--- config.mk ---
export PLATFORM = sky130hd
export DESIGN_NAME = conv_layer_feeder
export DESIGN_NICKNAME = d
export VERILOG_FILES = /design/src/rtl/conv_layer_feeder_pkg.sv /design/src/rtl/conv_layer_feeder_addr_gen.sv /design/src/rtl/conv_layer_feeder.sv
export SDC_FILE = /design/constraint.sdc
export NUM_CORES = 1
export LEC_CHECK = 0
export CORE_AREA = 2 2 141 143
export DETAILED_ROUTE_END_ITERATION = 10
export DIE_AREA = 0 0 143 145
export GPL_ROUTABILITY_DRIVEN = 0
export HOLD_SLACK_MARGIN = 0.15
export PLACE_DENSITY = 0.9
export SLEW_MARGIN = 30
export SYNTH_ARGS = -nofsm -noshare
export SYNTH_HDL_FRONTEND = slang
export SYNTH_HIERARCHICAL = 1
export SYNTH_SLANG_ARGS = --single-unit
export TNS_END_PERCENT = 1
--- constraint.sdc ---
create_clock -name clk -period 6.14 [get_ports clk]
set_input_delay 1.228 -clock clk [delete_from_list [all_inputs] [get_ports clk]]
set_output_delay 1.228 -clock clk [all_outputs]
set_load 0.01 [all_outputs]
--- src/rtl/conv_layer_feeder_pkg.sv ---
// Shared types and constants for the convolution layer operand feeder.
package conv_layer_feeder_pkg;

  localparam int WEIGHT_WORDS = 28;

  typedef enum logic [2:0] {S_IDLE, S_W_RD, S_P_RD, S_GAP, S_DONE} state_e;
  typedef enum logic {PH_W, PH_P} phase_e;

  function automatic int pix_cnt_w(input int img_dim);
    return $clog2(img_dim * img_dim) + 1;
  endfunction

endpackage

--- src/rtl/conv_layer_feeder_addr_gen.sv ---
// Read address generator: weight and pixel pointers run contiguously across
// channels, so each channel's base is simply where the previous one ended.
module feeder_addr_gen import conv_layer_feeder_pkg::*; #(
  parameter int ADDR_WIDTH = 16,
  parameter int PCW        = 11
) (
  input  logic                  clk,
  input  logic                  reset,
  input  logic                  i_load,
  input  logic [ADDR_WIDTH-1:0] i_wbase,
  input  logic [ADDR_WIDTH-1:0] i_pbase,
  input  logic [PCW-1:0]        i_npix,
  input  logic                  i_w_go,
  input  logic                  i_p_go,
  output logic                  o_w_last,
  output logic                  o_p_last,
  output logic                  o_rd_en,
  output logic [ADDR_WIDTH-1:0] o_addr,
  output phase_e                o_phase
);

  localparam logic [ADDR_WIDTH-1:0] A_ONE = ADDR_WIDTH'(1);

  logic [ADDR_WIDTH-1:0] r_wptr, r_pptr, r_addr;
  logic [4:0]            r_wcnt;
  logic [PCW-1:0]        r_pcnt;
  logic                  r_rd_en;
  phase_e                r_phase;

  assign o_w_last = (r_wcnt == 5'(WEIGHT_WORDS - 1));
  assign o_p_last = (r_pcnt == i_npix - PCW'(1));
  assign o_rd_en  = r_rd_en;
  assign o_addr   = r_addr;
  assign o_phase  = r_phase;

  always_ff @(posedge clk) begin
    if (reset) begin
      r_wptr  <= '0;
      r_pptr  <= '0;
      r_addr  <= '0;
      r_wcnt  <= '0;
      r_pcnt  <= '0;
      r_rd_en <= 1'b0;
      r_phase <= PH_W;
    end else begin
      r_rd_en <= 1'b0;
      if (i_load) begin
        r_wptr <= i_wbase;
        r_pptr <= i_pbase;
        r_wcnt <= '0;
        r_pcnt <= '0;
      end else if (i_w_go) begin
        r_rd_en <= 1'b1;
        r_addr  <= r_wptr;
        r_phase <= PH_W;
        r_wptr  <= r_wptr + A_ONE;
        r_wcnt  <= o_w_last ? 5'd0 : r_wcnt + 5'd1;
      end else if (i_p_go) begin
        r_rd_en <= 1'b1;
        r_addr  <= r_pptr;
        r_phase <= PH_P;
        r_pptr  <= r_pptr + A_ONE;
        r_pcnt  <= o_p_last ? '0 : r_pcnt + PCW'(1);
      end
    end
  end

endmodule

--- src/rtl/conv_layer_feeder.sv ---
// Streams per-channel weights then raster pixels from operand memory into a
// convolution layer; final_set marks the last channel, done closes the layer.
module conv_layer_feeder import conv_layer_feeder_pkg::*; #(
  parameter int IMG_DIM    = 32,
  parameter int ADDR_WIDTH = 16,
  parameter int GAP_CYCLES = 4
) (
  input  logic                  clk,
  input  logic                  reset,
  input  logic                  start,
  input  logic [31:0]           cmd_layer_nr,
  input  logic [7:0]            cmd_num_ch,
  input  logic [7:0]            cmd_img_dim,
  input  logic [ADDR_WIDTH-1:0] cmd_wbase,
  input  logic [ADDR_WIDTH-1:0] cmd_pbase,
  output logic                  mem_rd_en,
  output logic [ADDR_WIDTH-1:0] mem_addr,
  input  logic [31:0]           mem_rd_data,
  output logic [31:0]           layer_nr,
  output logic                  weight_we,
  output logic [31:0]           weight_data,
  output logic                  conv_en,
  output logic [31:0]           pixel_in,
  output logic                  final_set,
  output logic                  busy,
  output logic                  done
);

  localparam int PCW = pix_cnt_w(IMG_DIM);
  localparam int GCW = $clog2(GAP_CYCLES + 2) + 1;

  state_e         r_state, w_state_nxt;
  logic [31:0]    r_layer_nr, r_weight_data, r_pixel_in;
  logic [7:0]     r_num_ch, r_ch, w_dim;
  logic [PCW-1:0] r_npix, w_npix;
  logic [GCW-1:0] r_gap;
  logic           r_busy, r_done, r_final, r_weight_we, r_conv_en;
  logic           r_s1_vld;
  phase_e         r_s1_ph, w_phase;
  logic           w_accept, w_degen, w_last_ch, w_gap_end;
  logic           w_w_go, w_p_go, w_w_last, w_p_last, w_rd_en, w_s1_w, w_s1_p;

  assign w_dim     = (cmd_img_dim > 8'(IMG_DIM)) ? 8'(IMG_DIM) : cmd_img_dim;
  assign w_npix    = PCW'(w_dim) * PCW'(w_dim);
  assign w_accept  = (r_state == S_IDLE) && start;
  assign w_degen   = (cmd_num_ch == 8'd0) || (cmd_img_dim == 8'd0);
  assign w_last_ch = (r_ch == r_num_ch - 8'd1);
  // The last channel also waits out the 2-cycle output pipeline before done.
  assign w_gap_end = w_last_ch ? (r_gap == GCW'(GAP_CYCLES + 1))
                               : (r_gap == GCW'(GAP_CYCLES - 1));
  assign w_w_go    = (r_state == S_W_RD);
  assign w_p_go    = (r_state == S_P_RD);
  assign w_s1_w    = r_s1_vld && (r_s1_ph == PH_W);
  assign w_s1_p    = r_s1_vld && (r_s1_ph == PH_P);

  feeder_addr_gen #(
    .ADDR_WIDTH (ADDR_WIDTH),
    .PCW        (PCW)
  ) u_addr_gen (
    .clk      (clk),
    .reset    (reset),
    .i_load   (w_accept),
    .i_wbase  (cmd_wbase),
    .i_pbase  (cmd_pbase),
    .i_npix   (r_npix),
    .i_w_go   (w_w_go),
    .i_p_go   (w_p_go),
    .o_w_last (w_w_last),
    .o_p_last (w_p_last),
    .o_rd_en  (w_rd_en),
    .o_addr   (mem_addr),
    .o_phase  (w_phase)
  );

  always_comb begin
    w_state_nxt = r_state;
    case (r_state)
      S_IDLE: if (start) w_state_nxt = w_degen ? S_DONE : S_W_RD;
      S_W_RD: if (w_w_last) w_state_nxt = S_P_RD;
      S_P_RD: if (w_p_last) w_state_nxt = S_GAP;
      S_GAP:  if (w_gap_end) w_state_nxt = w_last_ch ? S_DONE : S_W_RD;
      S_DONE: w_state_nxt = S_IDLE;
      default: w_state_nxt = S_IDLE;
    endcase
  end

  always_ff @(posedge clk) begin
    if (reset) begin
      r_state       <= S_IDLE;
      r_layer_nr    <= '0;
      r_num_ch      <= '0;
      r_npix        <= '0;
      r_ch          <= '0;
      r_gap         <= '0;
      r_busy        <= 1'b0;
      r_done        <= 1'b0;
      r_final       <= 1'b0;
      r_s1_vld      <= 1'b0;
      r_s1_ph       <= PH_W;
      r_weight_we   <= 1'b0;
      r_weight_data <= '0;
      r_conv_en     <= 1'b0;
      r_pixel_in    <= '0;
    end else begin
      r_state <= w_state_nxt;
      if (w_accept) begin
        r_layer_nr <= cmd_layer_nr;
        r_num_ch   <= cmd_num_ch;
        r_npix     <= w_npix;
        r_ch       <= '0;
        r_busy     <= 1'b1;
      end else if (r_state == S_DONE) begin
        r_busy <= 1'b0;
      end
      if (r_state == S_GAP && w_state_nxt == S_W_RD) r_ch <= r_ch + 8'd1;
      r_gap <= (r_state == S_GAP && w_state_nxt == S_GAP) ? r_gap + GCW'(1) : '0;

      // Read issued at t, data valid at t+1, presented at t+2.
      r_s1_vld      <= w_rd_en;
      r_s1_ph       <= w_phase;
      r_weight_we   <= w_s1_w;
      r_weight_data <= w_s1_w ? mem_rd_data : '0;
      r_conv_en     <= w_s1_p;
      r_pixel_in    <= w_s1_p ? mem_rd_data : '0;

      r_done <= (r_state == S_DONE);
      if (r_state == S_DONE)           r_final <= 1'b0;
      else if (w_s1_w && w_last_ch)    r_final <= 1'b1;
    end
  end

  assign mem_rd_en   = w_rd_en;
  assign layer_nr    = r_layer_nr;
  assign weight_we   = r_weight_we;
  assign weight_data = r_weight_data;
  assign conv_en     = r_conv_en;
  assign pixel_in    = r_pixel_in;
  assign final_set   = r_final;
  assign busy        = r_busy;
  assign done        = r_done;

endmodule

=== Yosys cells after proc, flatten, opt, wreduce, memory -nomap -nowiden ===
Cells that the tools add are included.

* Register bits: 203
* Input port bits: 115
* Output and inout port bits: 118
* Word-level logic and storage cells: 99

* Add/subtract/negate cells: 8
* $mul: 1
* $lt $le $gt $ge: 1
* Equality and inequality tests: 12
* Muxes and demuxes: 26
* Bitwise logic cells: 6
* Reductions and logical operators: 23

{| class="wikitable"
|+ Operator list
! cell !! number
|-
| $mux W16 || 7
|-
| $add A16 B1 Y16 const B || 2
|-
| $mux W8 || 3
|-
| $mux W3 || 6
|-
| $logic_not A8 Y1 || 2
|-
| $pmux W3 S4 || 1
|-
| $add A11 B1 Y11 const B || 1
|-
| $eq A11 B11 Y1 || 1
|-
| $mul A8 B8 Y11 || 1
|-
| $mux W11 || 1
|-
| $sub A11 B1 Y11 const B || 1
|-
| $reduce_bool A2 Y1 || 5
|-
| $reduce_or A2 Y1 || 5
|-
| $eq A3 B2 Y1 const B || 3
|-
| $add A8 B1 Y8 const B || 1
|-
| $eq A8 B8 Y1 || 1
|-
| $gt A8 B6 Y1 const B || 1
|-
| $sub A8 B1 Y8 const B || 1
|-
| $mux W1 || 7
|-
| $eq A3 B1 Y1 const B || 2
|-
| $logic_and A1 B1 Y1 || 6
|-
| $not A1 Y1 || 6
|-
| $reduce_and A2 Y1 || 3
|-
| $add A5 B1 Y5 const B || 1
|-
| other kinds (9) || 9
|}

=== Logic depth before layout (Yosys ltp) ===
Gate-level depths: netlist of the first run.

* Depth after elaboration: 9
* Gate-level depth with buffers: 19
* Mapped depth without buffers: 19

=== By module ===
Netlist of the first run, hierarchy kept.

{| class="wikitable"
|+ By module, submodules not included
! module !! times used !! cells an instance !! area an instance (um2) !! sequential area each (um2)
|-
| conv_layer_feeder || 1 || 622 || 5844.4 || 2722.6
|-
| feeder_addr_gen || 1 || 430 || 3552.2 || 1321.3
|}

=== Worst setup path before layout of the first run ===
Ideal clock, no wire load.

* Kind: input to register
* Start point: input port cmd_img_dim[7]
* End point: register r_npix[10]
* Library setup time: 0.086 ns
* Arrival: 4.927 ns
* Required time: 6.054 ns
* Slack: 1.128 ns
* Stages on the path: 17
* Buffers on the path: 1
* Cells stage by stage: nor3_1 -> clkbuf_1 -> and3_1 -> ha_1 -> fa_1 -> ha_1 -> inv_1 -> fa_1 -> inv_1 -> ha_1 -> a21o_1 -> a21oi_1 -> o211ai_1 -> a21o_1 -> a21oi_1 -> xnor2_1 -> a211oi_1

* Word-level cells in the longest chain between the ends: 3

{| class="wikitable"
|+ Ends and longest elaborated chain
! item !! RTL line !! text
|-
| start: declaration || conv_layer_feeder.sv:13 || <nowiki>input logic [7:0] cmd_img_dim,</nowiki>
|-
| $gt A8 B6 Y1 || conv_layer_feeder.sv:43 || <nowiki>assign w_dim = (cmd_img_dim > 8'(IMG_DIM)) ? 8'(IMG_DIM) : cmd_img_dim;</nowiki>
|-
| $mux W8 * || conv_layer_feeder.sv:43 ||
|-
| $mul A8 B8 Y11 * || conv_layer_feeder.sv:44 || <nowiki>assign w_npix = PCW'(w_dim) * PCW'(w_dim);</nowiki>
|-
| end signal: assignment || conv_layer_feeder.sv:109 || <nowiki>r_npix <= w_npix;</nowiki>
|-
| end: declaration || conv_layer_feeder.sv:35 || <nowiki>logic [PCW-1:0] r_npix, w_npix;</nowiki>
|}

Every way passes the cells marked *; elsewhere a longest branch is shown, timed or not.
A chain may end at the register's enable or synchronous reset.

=== Worst setup path in the final report of the first run ===
Same ends and word-level chain as after synthesis.

==> results.md, run 1 <==
* Chip Width at 143 um
* Synthesized netlist cell count at 1,052
* Final WS setup at 0.853 ns
* Reg clk slew, reported paths at 0.06 ns
* Setup violators final at 0
* Util after Layout at 0.664
* WHS Path Cells at 2
* CP Buf/Inv Count at 4
* Post-CTS Setup Inserts at 0
* Antenna cell count at 0
* R2R Path Start: r_state[2]
* Via count at 8,074
* Syn_area_per_cell at 8.93 sq um
* Vias in the first global route at 7,932
* IO Pins at 233
* Crit path largest cell delay at 0.57 ns
* Critical path capture point type: flop
* Die ar. at 20,700 sq um
* Hold Path Sink: layer_nr[13]
* Peak VDD IR at 173 uV
* Share of post-route cells with drive strength above 1 at 0.0607
* Clock Latency Late Sink at 0.50 ns
* Hold Slack at 0.452 ns
* Reg2reg setup slack at 3.43 ns
* Slew @ Worst Pin at 0.754 ns
* Total congestion overflow at 0
* Kind of cell adding the most delay to the critical path: adder cells
* Starting DRC count in detailed routing at 494
* Fmax at 189 MHz
* Post-DP HPWL at 16,200 um
* Cells after DPL at 1,528
* Rel. slew slack at 0.498
* Post-synth top flop: dfxtp_1
* Pre-CTS WS at 0.541 ns
* Initial antenna violation count at 0
* Core Region at 19,200 sq um
* Initial core utilization at 0.489
* Critical Path AT at 5.68 ns
* CTS tree: done
* Worst path cell trace: clkdlybuf4s50_1, nor3_1, buf_4, and3_1, ha_1, fa_1, ha_1, inv_1, fa_1, inv_1, ha_1, a21o_1, a21oi_1, o211ai_1, a21o_1, a21oi_1, xnor2_1, a211oi_1
* CP required at 6.54 ns
* Synth unique cells at 71
* Total track usage at 0.214
* Clock Skews at 0.0198 ns
* Largest net degree at the start of global routing at 75
* Setup_tns at 0 ns
* Final Hold Vio Count at 0
* First-pass GRT wire length at 37,100 um
* Most frequent cells in the layout: 231 x clkdlybuf4s50_1, 202 x dfxtp_1, 148 x nand2_1, 82 x a21oi_1, 82 x nor2_1
* Crit path max fanout at 11
* Rows at 51
* Num Clock Sinks at 202
* DP Area at 12,000 sq um
* DR pass1 iterations at 5
* Crit path kind: input pin to flop
* Async S/R FF share, synth at 0
* Synth Warn # at 6
* HP Start: layer_nr[13]
* Status: completed
* Leakage power at 5.04 nW
* Antenna Violating Nets Remaining at 0
* Clock root cell: clkbuf_16
* # nets final at 1,447
* Final Cycle Share at 0.861
* Final WL at 22,900 um
* Unrepaired setup endpoints after global routing: no
* Hold Buf Count CTS at 0
* TritonCTS Buffers at 21
* Post-Syn Area at 9400 sq um
* Most common cell after layout, fill and taps aside: clkdlybuf4s50_1
* Most frequent CP cell: ha_1
* CTS max path bufs at 3
* Pwr per Cell Area at 262 nW/um^2
* Worst R2R End: r_npix[0]
* Port Buffers at 232
* Tmin final at 5.29 ns
* Number of synthesized flops with an enable pin at 0
* Hold Crit Class: flop to flop
* Crit path depth at 18
* CP startpoint kind: input pin
* Slew Limit Fails at 0
* Die height at 145 um
* Residual DRC at 0
* Critical path's slowest cell: fa_1
* Final Non-Filler Cells at 1,566
* Post-Layout Inst Area at 12,800 sq um
* Total power draw at 3.35 mW
* Worst-case reg-to-reg path depth at 5
* Wire per inst at 14.6 um
* # Max-Cap Violations at 0
* # H-tree levels at 1
* Post-synthesis sequential area ratio at 0.430
* Vias/cell at 5.16
* Resized Gates After CTS at 0
* Area Overhead vs Synth at 35.8%
* Synth Register Bits at 202
==> worst register-to-register path, delay by kind of cell (launching register included) <==
| kind | cells | cell delay (ns) |
|---|---|---|
| AO/OA/AOI/OAI | 1 | 0.16 |
| buffers and inverters | 2 | 1.02 |
| AND/OR/NAND/NOR | 2 | 1.07 |
| flip-flops | 1 | 0.40 |
==> cells by family after synthesis <==
| logic type | count (synthesis) | share of synthesized area |
|---|---|---|
| other | 2 | 0.000799 |
| adders and majority gates | 46 | 0.0780 |
| DFF | 202 | 0.430 |
| buffers and inverters | 103 | 0.0438 |
| and+or+nand+nor | 433 | 0.235 |
| AOI/OAI and AO/OA | 165 | 0.112 |
| muxes | 29 | 0.0321 |
| xor gates and xnor gates | 72 | 0.0679 |
==> routing by layer <==
layer,share of wire,vias up,global-route usage
li1,-,3979,-
met1,0.41,3796,0.251
met2,0.51,244,0.392
met3,0.051,55,0.0281
met4,0.029,0,0.0817
met5,0,-,0
==> sequential cells by signal, summed over array words and instances (netlist names) <==
| register | cells |
|---|---|
| busy | 1 |
| conv_en | 1 |
| done | 1 |
| final_set | 1 |
| layer_nr | 32 |
| pixel_in | 32 |
| r_ch | 8 |
| r_gap | 4 |
| r_npix | 10 |
| r_num_ch | 8 |
| r_s1_ph | 1 |
| r_s1_vld | 1 |
| r_state | 3 |
| u_addr_gen/o_addr | 16 |
| u_addr_gen/o_phase | 1 |
| u_addr_gen/o_rd_en | 1 |
| u_addr_gen/r_pcnt | 11 |
| u_addr_gen/r_pptr | 16 |
| u_addr_gen/r_wcnt | 5 |
| u_addr_gen/r_wptr | 16 |
| weight_data | 32 |
| weight_we | 1 |
==> final cells by class <==
type | count | area [sq um]
Inverter | 46 | 173
Multi-Input combinational cell | 773 | 5060
Clock buffer | 30 | 629
Clock inverter | 8 | 121
Timing Repair Buffer | 242 | 2390
Tap cell | 265 | 332
Fill cell | 1480 | 6450
Sequential cell | 202 | 4040
==> worst max path at each step <==
stage	from	end	slack, ns
global placement	cmd_img_dim[7]	r_npix[10]	0.66
finish	cmd_img_dim[7]	r_npix[10]	0.85
detailed placement	cmd_img_dim[7]	r_npix[10]	0.54
CTS	cmd_img_dim[7]	r_npix[10]	0.87
floorplan	cmd_img_dim[7]	r_npix[10]	1.13
global route	cmd_img_dim[7]	r_npix[10]	0.50
==> cell usage after synthesis, drive strengths merged, types with 16 or more instances <==
| cell type | n | area [sq um] |
|---|---|---|
| inv | 45 | 169 |
| nand2 | 148 | 556 |
| a21oi | 83 | 419 |
| nand4 | 16 | 100 |
| and2 | 70 | 439 |
| fa | 21 | 420 |
| clkbuf | 44 | 166 |
| nor2 | 85 | 329 |
| a211oi | 33 | 258 |
| mux2i | 26 | 260 |
| nand3 | 19 | 95.1 |
| ha | 25 | 313 |
| xnor2 | 35 | 307 |
| xor2 | 37 | 332 |
| dfxtp | 202 | 4040 |
| and3 | 19 | 120 |
==> power by group <==
part | total, mW | internal [mW] | switching [mW] | leakage (nW)
clock network | 1.35 | 0.839 | 0.510 | 0.370
registers | 1.42 | 1.37 | 0.0536 | 1.64
logic | 0.576 | 0.288 | 0.288 | 3.03
total | 3.35 | 2.49 | 0.852 | 5.04
Power figures use the tool's default switching activity.
==> run 2: changes to the inputs <==
Settings changed: CORE_AREA 2 2 141 143 to 2 2 197 199, DIE_AREA 0 0 143 145 to 0 0 199 201, PLACE_DENSITY 0.9 to 0.56, SKIP_LAST_GASP set to 1.
==> results.md, run 2 (synthesized netlist as in run 1, its figures left out) <==
* Pwr per Cell Area at 263 nW/um^2
* Area Overhead vs Synth at 39.9%
* Peak VDD IR at 157 uV
* Reg2reg setup slack at 3.40 ns
* Sw Ratio at 0.262
* Met1 wire length at 10,800 um
* Wire per inst at 13.2 um
* Final WL at 24,100 um
* Switching power at 904 uW
* Initial core utilization at 0.247
* Clock Skews at 0.0201 ns
* Util after Layout at 0.345
* Rel. slew slack at 0.502
* DR pass1 iterations at 7
* Hold Crit Class: flop to flop
* Critical path capture point type: flop
* Residual DRC at 0
* Area of the multi-input gates at 5060 sq um
* Clock Latency Late Sink at 0.53 ns
* Worst path cell trace: clkdlybuf4s50_1, nor3_1, buf_4, and3_1, xor2_1, ha_1, a31oi_1, fa_1, inv_1, ha_1, inv_1, fa_1, inv_1, ha_1, a21oi_1, o211ai_1, a21o_1, a21oi_1, xnor2_1, a211oi_1
* TritonCTS Buffers at 24
* Share of post-route cells with drive strength above 1 at 0.0643
* Top Layer Used: met4
* Rows at 72
* Clock root cell: clkbuf_16
* Crit path largest cell delay at 0.51 ns
* Unrepaired setup endpoints after global routing: no
* Crit path kind: input pin to flop
* Final WS setup at 1.13 ns
* Post-CTS Setup Inserts at 0
* WL met2 at 11,500 um
* Pre-CTS WS at 0.574 ns
* Most common cell after layout, fill and taps aside: clkdlybuf4s50_1
* Crit path max fanout at 15
* First-pass GRT wire length at 39,100 um
* Total congestion overflow at 0
* Critical Path AT at 5.44 ns
* Port Buffers at 232
* Die height at 201 um
* Total track usage at 0.119
* # Max-Cap Violations at 0
* Antenna Violating Nets Remaining at 0
* Met3 Wirelength at 1310 um
* Fillers at 3,966
* Leakage power at 5.08 nW
* Clock share of power at 0.425
* Starting DRC count in detailed routing at 229
* Resized Gates After CTS at 0
* Vias in the first global route at 7,694
* Hold Slack at 0.452 ns
* Reg area at 4040 sq um
* Die ar. at 40,000 sq um
* Reg clk slew, reported paths at 0.06 ns
* Vias/cell at 4.29
* Power share of the combinational group at 0.163
* # H-tree levels at 1
* CTS max path bufs at 3
* CTS tree: done
* R2R Path Start: r_state[2]
* # nets final at 1,450
* Setup violators final at 0
* Setup_tns at 0 ns
* Cells after DPL at 1,781
* Post-DP HPWL at 17,100 um
* HP Start: layer_nr[19]
* CP required at 6.58 ns
* Chip Width at 199 um
* Final Hold Vio Count at 0
* Hold Buf Count CTS at 0
* Antenna cell count at 0
* WHS Path Cells at 2
* Core Region at 38,100 sq um
* Critical path's slowest cell: fa_1
* Largest net degree at the start of global routing at 93
* Worst-case reg-to-reg path depth at 8
* Worst R2R End: u_addr_gen/r_pcnt[9]
* Num Clock Sinks at 202
* Initial antenna violation count at 0
* CP startpoint kind: input pin
* Tmin final at 5.01 ns
* Internal at 2.55 mW
* Most frequent cells in the layout: 231 x clkdlybuf4s50_1, 202 x dfxtp_1, 148 x nand2_1, 82 x a21oi_1, 82 x nor2_1
* Status: completed
* Final Cycle Share at 0.816
* Via count at 7,827
* Slew Limit Fails at 0
* Final Non-Filler Cells at 1,824
* Slew @ Worst Pin at 0.747 ns
* IO Pins at 233
* Fmax at 200 MHz
* Hold Path Sink: layer_nr[19]
* Reg power frac at 0.412
run 2: area by class of cell:
cell class	count	share of cell area
Multi-Input combinational cell	773	0.385
Sequential cell	202	0.308
Timing Repair Buffer	242	0.183
Clock buffer	31	0.0507
Tap cell	518	0.0493
Inverter	46	0.0132
Clock inverter	12	0.0116
run 2: power groups by stage:
stage	clock (mW)	sequential (mW)	combinational, mW
after floorplan	0	1.45	0.362
after global placement	0	1.45	0.560
after detailed placement	0	1.45	0.566
after CTS	1.52	1.42	0.569
after global routing	1.57	1.43	0.641
final	1.47	1.42	0.564
run 2: how the worst max path moves through the flow:
stage          cells past startpoint    endpoint      startpoint  slack [ns]
4_1_cts                           20  r_npix[10]  cmd_img_dim[7]        1.12
6_report                          20  r_npix[10]  cmd_img_dim[7]        1.13
5_1_grt                           21   r_npix[9]  cmd_img_dim[6]        0.78
3_3_place_gp                      20  r_npix[10]  cmd_img_dim[7]        0.67
3_5_place_dp                      20  r_npix[10]  cmd_img_dim[7]        0.57
2_1_floorplan                     17  r_npix[10]  cmd_img_dim[7]        1.13
run 2: layer usage:
layer	up-vias	global-route usage
met5	-	0
met4	0	0.0349
met3	35	0.0225
met2	160	0.209
met1	3650	0.145
li1	3982	-
run 2: per-stage QoR:
stage / total power [mW] / instance area [sq um]
floorplan: 1.81 / 9490
global placement: 2.01 / 12300
detailed placement: 2.02 / 12300
CTS: 3.51 / 13100
global route: 3.64 / 13100
finish: 3.45 / 13100
run 2: critical path: cells and delay by family:
kind                     cells  cell delay (ns)
XOR/XNOR                     2             0.26
AO/OA/AOI/OAI                6             1.05
adder cells (fa/ha/maj)      5             1.76
buffers and inverters        5             0.72
AND/OR/NAND/NOR              2             0.42
